--- src/rtl/disp_value_sequencer.sv ---
// disp_value_sequencer
//   Buffers signed 8-bit results in a small FIFO and presents them one at a
//   time to the decimal display stage: each value is shown for DWELL_CYCLES
//   with disp_en high, then blanked for GAP_CYCLES so that repeated equal
//   values remain distinguishable.
// Ports:
//   clk, reset_n        rising-edge clock, asynchronous active-low reset
//   in_valid/in_data    producer push (valid/ready), 8-bit two's complement
//   in_ready            FIFO not full (registered occupancy only)
//   hold                freezes the dwell countdown while a value is shown
//   clear               synchronous flush of FIFO and display state
//   x_out, disp_en      value and enable to the display driver
//   count               FIFO occupancy
module disp_value_sequencer #(
   parameter int DWELL_CYCLES = 50_000_000,
   parameter int GAP_CYCLES   = 5_000_000,
   parameter int DEPTH        = 4
) (
   input  logic                   clk,
   input  logic                   reset_n,
   input  logic                   in_valid,
   input  logic [7:0]             in_data,
   output logic                   in_ready,
   input  logic                   hold,
   input  logic                   clear,
   output logic [7:0]             x_out,
   output logic                   disp_en,
   output logic [$clog2(DEPTH):0] count
);
   localparam int AW   = $clog2(DEPTH);
   localparam int MAXC = (DWELL_CYCLES > GAP_CYCLES) ? DWELL_CYCLES : GAP_CYCLES;
   localparam int CW   = (MAXC > 1) ? $clog2(MAXC) : 1;
   localparam logic [CW-1:0] DWELL_LD = CW'(DWELL_CYCLES - 1);
   localparam logic [CW-1:0] GAP_LD   = CW'(GAP_CYCLES - 1);

   typedef enum logic [1:0] {IDLE, SHOW, GAP} state_t;

   // ---------------- FIFO ----------------
   logic [7:0]    mem_q [DEPTH];
   logic [AW-1:0] wr_ptr_q, rd_ptr_q;
   logic [AW:0]   count_q, count_d;
   logic          push, pop, empty;

   // No lookahead: a pop in the same cycle never admits a push when full.
   assign in_ready = (count_q != (AW+1)'(DEPTH));
   assign empty    = (count_q == '0);
   assign push     = in_valid && in_ready && !clear;
   assign count    = count_q;

   always_comb begin
      count_d = count_q;
      if (clear)
         count_d = '0;
      else if (push && !pop)
         count_d = count_q + (AW+1)'(1);
      else if (pop && !push)
         count_d = count_q - (AW+1)'(1);
   end

   always_ff @(posedge clk or negedge reset_n) begin
      if (!reset_n) begin
         wr_ptr_q <= '0;
         rd_ptr_q <= '0;
         count_q  <= '0;
      end else begin
         if (clear) begin
            wr_ptr_q <= '0;
            rd_ptr_q <= '0;
         end else begin
            if (push) wr_ptr_q <= wr_ptr_q + AW'(1);
            if (pop)  rd_ptr_q <= rd_ptr_q + AW'(1);
         end
         count_q <= count_d;
      end
   end

   // Storage needs no reset: occupancy alone decides what is valid.
   always_ff @(posedge clk) begin
      if (push) mem_q[wr_ptr_q] <= in_data;
   end

   // ---------------- display FSM ----------------
   state_t        state_q, state_d;
   logic [CW-1:0] cnt_q, cnt_d;
   logic [7:0]    x_q, x_d;
   logic          en_q, en_d;

   assign x_out   = x_q;
   assign disp_en = en_q;

   always_ff @(posedge clk or negedge reset_n) begin
      if (!reset_n) begin
         state_q <= IDLE;
         cnt_q   <= '0;
         x_q     <= '0;
         en_q    <= 1'b0;
      end else begin
         state_q <= state_d;
         cnt_q   <= cnt_d;
         x_q     <= x_d;
         en_q    <= en_d;
      end
   end

   // Pops only look at registered occupancy, so a fresh push is never
   // bypassed straight to the display in the same cycle.
   always_comb begin
      state_d = state_q;
      cnt_d   = cnt_q;
      x_d     = x_q;
      en_d    = en_q;
      pop     = 1'b0;
      if (clear) begin
         state_d = IDLE;
         cnt_d   = '0;
         x_d     = '0;
         en_d    = 1'b0;
      end else begin
         case (state_q)
            IDLE: begin
               en_d = 1'b0;
               if (!empty) begin
                  pop     = 1'b1;
                  x_d     = mem_q[rd_ptr_q];
                  en_d    = 1'b1;
                  cnt_d   = DWELL_LD;
                  state_d = SHOW;
               end
            end
            SHOW: begin
               if (!hold) begin
                  if (cnt_q == '0) begin
                     en_d    = 1'b0;
                     cnt_d   = GAP_LD;
                     state_d = GAP;
                  end else begin
                     cnt_d = cnt_q - CW'(1);
                  end
               end
            end
            GAP: begin
               // hold is deliberately ignored here; the gap length is fixed.
               if (cnt_q == '0) begin
                  if (!empty) begin
                     pop     = 1'b1;
                     x_d     = mem_q[rd_ptr_q];
                     en_d    = 1'b1;
                     cnt_d   = DWELL_LD;
                     state_d = SHOW;
                  end else begin
                     state_d = IDLE;
                  end
               end else begin
                  cnt_d = cnt_q - CW'(1);
               end
            end
            default: begin
               state_d = IDLE;
               en_d    = 1'b0;
            end
         endcase
      end
   end

endmodule
--- config.mk ---
export PLATFORM = sky130hd
export DESIGN_NAME = disp_value_sequencer
export DESIGN_NICKNAME = d
export VERILOG_FILES = /design/src/rtl/disp_value_sequencer.sv
export SDC_FILE = /design/constraint.sdc
export NUM_CORES = 1
export LEC_CHECK = 0
export BUFFER_PORTS_ARGS = -buffer_cell sky130_fd_sc_hd__buf_2
export CAP_MARGIN = 5
export CORE_UTILIZATION = 61
export CTS_BUF_LIST = sky130_fd_sc_hd__clkbuf_16
export DETAILED_ROUTE_END_ITERATION = 8
export GPL_TIMING_DRIVEN = 1
export HOLD_SLACK_MARGIN = 0.05
export MAX_ROUTING_LAYER = met4
export PLACE_DENSITY = 0.83
export SLEW_MARGIN = 40
export SYNTH_ARGS = -nofsm -noshare
export SYNTH_HDL_FRONTEND = slang
export SYNTH_SLANG_ARGS = --single-unit
export TNS_END_PERCENT = 100
--- constraint.sdc ---
create_clock -name clk -period 3.2 [get_ports clk]
set_input_delay 0.32 -clock clk [delete_from_list [all_inputs] [get_ports clk]]
set_output_delay 0.32 -clock clk [all_outputs]
set_load 0.1 [all_outputs]
==> results of run 1 <==
## cell usage in the layout (no fill, tap or decap), types with 3 or more instances in the layout
| cell type | instances |
|---|---|
| edfxtp_1 | 32 |
| nor4_1 | 7 |
| nor3b_1 | 5 |
| a21o_1 | 5 |
| o2bb2ai_1 | 8 |
| o31ai_1 | 5 |
| a21oi_1 | 27 |
| xnor2_1 | 4 |
| a31oi_1 | 6 |
| nand4_1 | 8 |
| inv_1 | 25 |
| mux2i_1 | 5 |
| clkbuf_16 | 9 |
| o311ai_0 | 4 |
| nand3_1 | 12 |
| nor2_1 | 35 |
| and3_1 | 3 |
| dfrtp_1 | 44 |
| or3_1 | 7 |
| a211oi_1 | 4 |
| o21ai_0 | 19 |
| or4_1 | 6 |
| buf_2 | 24 |
| ha_1 | 10 |
| nand2_1 | 32 |
| mux4_2 | 8 |
| and2_1 | 4 |
| nor3_1 | 22 |
| buf_4 | 27 |
| o22ai_1 | 3 |
| bufinv_16 | 3 |
## worst max-delay path: stages (launching register included)
cell and delay [ns]:
dfrtp_1 0.45, or4_1 0.70, nor4_4 0.37, a21oi_2 0.18
nor2_2 0.19, nor3_1 0.08, fa_1 0.46, nor3_1 0.19
a21oi_1 0.06, a21oi_1 0.15, a211oi_1 0.07
## timing repair
action | CTS | global route
hold buffers | 1 | 0
endpoints found under the hold margin | 44 | 0
resized for setup | 0 | 1
setup endpoints to repair | 0 | 1
buffers inserted | 0 | 0
## power groups by stage
stage | clock network (mW) | logic (mW) | registers, mW
2_1_floorplan | 0 | 1.72 | 1.85
3_3_place_gp | 0 | 2.95 | 1.48
3_5_place_dp | 0 | 2.99 | 1.50
4_1_cts | 1.16 | 3.02 | 1.49
5_1_grt | 1.21 | 3.28 | 1.53
6_report | 1.17 | 3.12 | 1.50
## area by class of cell
cell class,count,area share
sequential,76,0.4206
multi-input combinational,289,0.4030
timing repair buffer,52,0.06789
clock buffer,9,0.04594
clock inverter,7,0.02374
tap,77,0.01965
inverter,25,0.01914
## flip-flops by register name (all words and copies together), names as in the netlist
register,count
cnt_q,26
count,3
disp_en,1
mem_q,32
rd_ptr_q,2
state_q,2
wr_ptr_q,2
x_out,8
## routing by layer
layer / up-vias / global-route usage / routed length [um]
li1: 1643 / - / -
met5: - / - / 0
met4: 0 / 0.1325 / 387
met1: 1822 / 0.4859 / 4721
met2: 287 / 0.5344 / 5267
met3: 52 / 0.07588 / 1460
## worst max path at each step
stage,start,endpoint,slack [ns],cells past startpoint
after floorplan,count[2],count[2],0.13,8
after global placement,cnt_q[0],count[2],0.31,12
after detailed placement,cnt_q[0],count[2],0.22,12
after CTS,cnt_q[1],count[2],0.15,12
after global routing,cnt_q[6],count[2],0.04,10
final,cnt_q[6],count[2],0.15,10
## cell families (layout without fill, tap and decap cells)
family | Yosys count | count (layout)
buffers and inverters | 40 | 93
XOR/XNOR | 4 | 4
AND/OR/NAND/NOR | 154 | 154
flip-flops | 76 | 76
adder cells (fa/ha/maj) | 11 | 11
AO/OA/AOI/OAI | 105 | 105
multiplexers | 15 | 15
==> metrics.yaml, run 1 <==
outcome: "finished, violations left"
violations: "DRC"
synthDistinctLibCells: 61
grt_first_pass_wirelength_um: 18860
antennaDiodeCount: 0
final_cells: 535
min_period_ns: 3.047
synthMostInstantiatedCell: "dfrtp_1"
comb_power_share: 0.540
whs_ns: 0.1998
power_mw: 5.778
numCtsBuffers: 9
syn_area_per_cell_um2: 10.33
ff_latch_area_um2: 2062
critPathKind: "reg -> reg"
place_area_um2: 4548
numPortBuffers: 25
clkTransAtPathRegs_ns: 0.06
hold_viol_final: 0
r2r-end: "count[2]"
grt_max_degree: 45
finalClockSkew_ns: 0.007020
synth-xor-area-share: 0.008373
routed_wirelength_um: 11840
insertion_delay_ns: 0.33
synth_area_leaders: "dfrtp_1 26%, edfxtp_1 23%, mux4_2 4.3%, a21oi_1 3.2%, nor2_1 3.1%"
ys.warnings.count: 0
ff2ff_path_depth: 10
start_kind: "flip-flop"
dp_cells: 518
h-tree-depth: 3
crit_required_ns: 3.38
nets: 477
syn_to_final_growth_pct: 17.17
nFillCells: 423
wl_per_cell_um: 22.13
dp_hpwl_um: 8314
drc: 1
synth_top_family_by_area: "simple AND/OR/NAND/NOR gates"
firstDrtPassIters: 7
dp_slack_ns: 0.2237
yosys.area_share.simple: 0.1965
antenna_found_initial: 0
netlist_instances: 405
core_um2: 6495
final_util: 0.7548
track_usage: 0.3575
setup-tns-final_ns: 0
worstHoldEndpoint: "mem_q[3][0]"
worst_slack_ns: 0.1529
synth-edff-count: 32
final_max_slew_viol_count: 0
endpoint_kind: "flip-flop"
grt_pass1_vias: 3681
num_rows: 29
path_max_fanout: 7
overflow: 0
synthAdderAreaFrac: 0.03469
viasPerCell: 7.110
max_freq_ghz: 0.3282
rsz0062_at_grt: "no"
clock_path_buffers: 2
final_cell_area_um2: 4902
irDropWorstVdd_uv: 970.0
swShare: 0.4816
num_vias: 3804
dieArea_um2: 7194
cts.sinks: 76
drtIter0Drc: 512
synth_mux_area_frac: 0.06041
rr_startpoint: "cnt_q[6]"
ys.flop_type: "dfrtp_1"
clockPowerShare: 0.202
die_w_um: 84.82
power.density_nw_per_um2: 1179
r2r_slack_ns: 0.15
worst_pin_slew_ns: 0.7327
pin_count: 26
synth_seq_cells: 76
yosysTopAreaCellShare: 0.2632
drive_above_1_share: 0.2031
synth_area_um2: 4184
yosys-top-cells-count: "44 x dfrtp_1, 35 x nor2_1, 32 x edfxtp_1, 32 x nand2_1, 27 x a21oi_1"
chipHeight_um: 84.82
pwr-share-seq: 0.259
cts_tree: "built"
p_leak_nw: 2.042
synth_compound_area_frac: 0.1705
place_congestion: 1.002
maxCapViolCount: 0
fin_crit_sh: 0.9522
intPower_mw: 2.995
start_util: 0.6442
slew_headroom: 0.5086
multiInputGateArea_um2: 1976
crit_arrival_ns: 3.23
whs_path_depth: 1
antenna_left: 0
min_from: "in_data[0]"
clockRootBuffer: "clkbuf_16"
min_path_type: "in -> reg"
synth.largest_area_cell: "dfrtp_1"
p_sw_mw: 2.783
finalSetupViolations: 0
async_flop_share: 0.5789
ys_seq_area_frac: 0.4928
synth_nets: 429
Power figures use the tool's default switching activity.
==> run 2: changes to the inputs <==
--- a/config.mk
+++ b/config.mk
@@ -13,7 +13,7 @@
 export GPL_TIMING_DRIVEN = 1
 export HOLD_SLACK_MARGIN = 0.05
 export MAX_ROUTING_LAYER = met4
-export PLACE_DENSITY = 0.83
+export PLACE_DENSITY = 0.9
 export SLEW_MARGIN = 40
 export SYNTH_ARGS = -nofsm -noshare
 export SYNTH_HDL_FRONTEND = slang
==> metrics.yaml, run 2 (same netlist as run 1, synthesis figures left out) <==
setup-tns-final_ns: 0  # unchanged
worst_slack_ns: 0.1837  # was 0.1529 ns
place_congestion: 0.9961  # was 1.002
dieArea_um2: 7194  # unchanged
fin_crit_sh: 0.9426  # was 0.9522
max_freq_ghz: 0.3315  # was 0.3282 GHz
clock_path_buffers: 2  # unchanged
cts_tree: "built"  # unchanged
wl_per_cell_um: 22.52  # was 22.13 um
firstDrtPassIters: 9  # was 7
drc: 2  # was 1
min_from: "in_data[3]"  # was in_data[0]
regMostFlops: "mem_q"  # unchanged
slew_headroom: 0.5818  # was 0.5086
numPortBuffers: 25  # unchanged
num_rows: 29  # unchanged
pin_count: 26  # unchanged
violations: "DRC"  # unchanged
antennaDiodeCount: 0  # unchanged
crit_chain: "or4_4, nor4_4, a21oi_2, nor2_2, nor3_1, fa_1, nor3_1, a21oi_1, a21oi_1, a211oi_1"  # was or4_1, nor4_4, a21oi_2, nor2_2, nor3_1, fa_1, nor3_1, a21oi_1, a21oi_1, a211oi_1
start_kind: "flip-flop"  # unchanged
critical_path.startpoint: "cnt_q[6]"  # unchanged
crit_required_ns: 3.40  # was 3.38 ns
core_um2: 6495  # unchanged
drtIter0Drc: 628  # was 512
final_max_slew_viol_count: 0  # unchanged
final_util: 0.7465  # was 0.7548
rsz0062_at_grt: "no"  # unchanged
routed_wirelength_um: 12050  # was 11840 um
irDropWorstVdd_uv: 677.3  # was 970.0 uV
nets: 477  # unchanged
place_area_um2: 4541  # was 4548 um^2
path_max_fanout: 7  # unchanged
track_usage: 0.3748  # was 0.3575
clockRootBuffer: "clkbuf_16"  # unchanged
min_period_ns: 3.016  # was 3.047 ns
min_path_type: "in -> reg"  # unchanged
antenna_found_initial: 0  # unchanged
dp_cells: 517  # was 518
worst_pin_slew_ns: 0.6249  # was 0.7327 ns
dp_slack_ns: 0.08079  # was 0.2237 ns
cts.sinks: 76  # unchanged
final_cell_area_um2: 4848  # was 4902 um^2
cpMaxStageDelayCell: "or4_4"  # was or4_1
whs_ns: 0.1897  # was 0.1998 ns
grt_max_degree: 45  # unchanged
outcome: "finished, violations left"  # unchanged
start_util: 0.6442  # unchanged
cpPeakStageDelay_ns: 0.64  # was 0.70 ns
endpoint_kind: "flip-flop"  # unchanged
rr_startpoint: "cnt_q[6]"  # unchanged
num_vias: 3801  # was 3804
viasPerCell: 7.105  # was 7.110
largest_reg_flops: 32  # unchanged
grt_first_pass_wirelength_um: 19440  # was 18860 um
power.density_nw_per_um2: 1165  # was 1179 nW/um^2
p_leak_nw: 2.012  # was 2.042 nW
final_common_cell: "dfrtp_1"  # unchanged
finalClockSkew_ns: 0.005374  # was 0.007020 ns
dp_hpwl_um: 8310  # was 8314 um
insertion_delay_ns: 0.34  # was 0.33 ns
final_cell_mix: "44 x dfrtp_1, 35 x nor2_1, 32 x nand2_1, 32 x edfxtp_1"  # unchanged
grt_pass1_vias: 3722  # was 3681
power_mw: 5.649  # was 5.778 mW
clkTransAtPathRegs_ns: 0.06  # about the same
die_w_um: 84.82  # unchanged
critPathKind: "reg -> reg"  # unchanged
overflow: 0  # unchanged
maxCapViolCount: 0  # unchanged
chipHeight_um: 84.82  # unchanged
hold_viol_final: 0  # unchanged
syn_to_final_growth_pct: 15.88  # was 17.17%
final_cells: 535  # unchanged
crit_arrival_ns: 3.22  # was 3.23 ns
antenna_left: 0  # unchanged
numCtsBuffers: 9  # unchanged
drive_above_1_share: 0.2074  # was 0.2031
h-tree-depth: 3  # unchanged
finalSetupViolations: 0  # unchanged
run 2: final timing paths:
kind | to | slack (ns) | cells past startpoint
setup / recovery | count[2] | 0.18 | 10
hold / removal | mem_q[1][3] | 0.19 | 1
setup reg to reg | count[2] | 0.18 | 10
hold reg to reg | x_out[2] | 0.49 | 1
max in group asynchronous | cnt_q[3] | 2.26 | 2
min in group asynchronous | x_out[5] | 0.53 | 2
run 2: layout make-up:
cell class                      instances  area [um^2]
Clock buffer                            9        225.2
Clock inverter                          7        58.81
Fill cell                             425         1647
Inverter                               25        93.84
Multi-Input combinational cell        289         1979
Sequential cell                        76         2062
Tap cell                               77        96.34
Timing Repair Buffer                   52        332.8
run 2: routing by layer:
metal  part of all wire  vias up  track usage  wire length, um
li1                   -     1631            -                -
met1               0.37     1757       0.4841             4499
met4              0.050        0       0.1834              597
met3               0.13       89       0.1060             1541
met2               0.45      324       0.5484             5407
met5                  0        -            -                0
run 2: critical path: cells and delay by family, from the launching register on:
kind	cells	cell delay, ns
AO/OA/AOI/OAI	4	0.46
AND/OR/NAND/NOR	5	1.51
flip-flops	1	0.46
adder cells (fa/ha/maj)	1	0.45
run 2: power by group:
part / switching, mW / internal, mW
registers: 0.266 / 1.23
clock network: 0.437 / 0.538
logic: 2.15 / 1.02
run 2: what timing repair did:
item,in CTS,in global routing
hold buffers,1,0
endpoints found under the hold margin,44,0
resized for setup,0,2
setup endpoints to repair,0,2
setup buffers,0,1
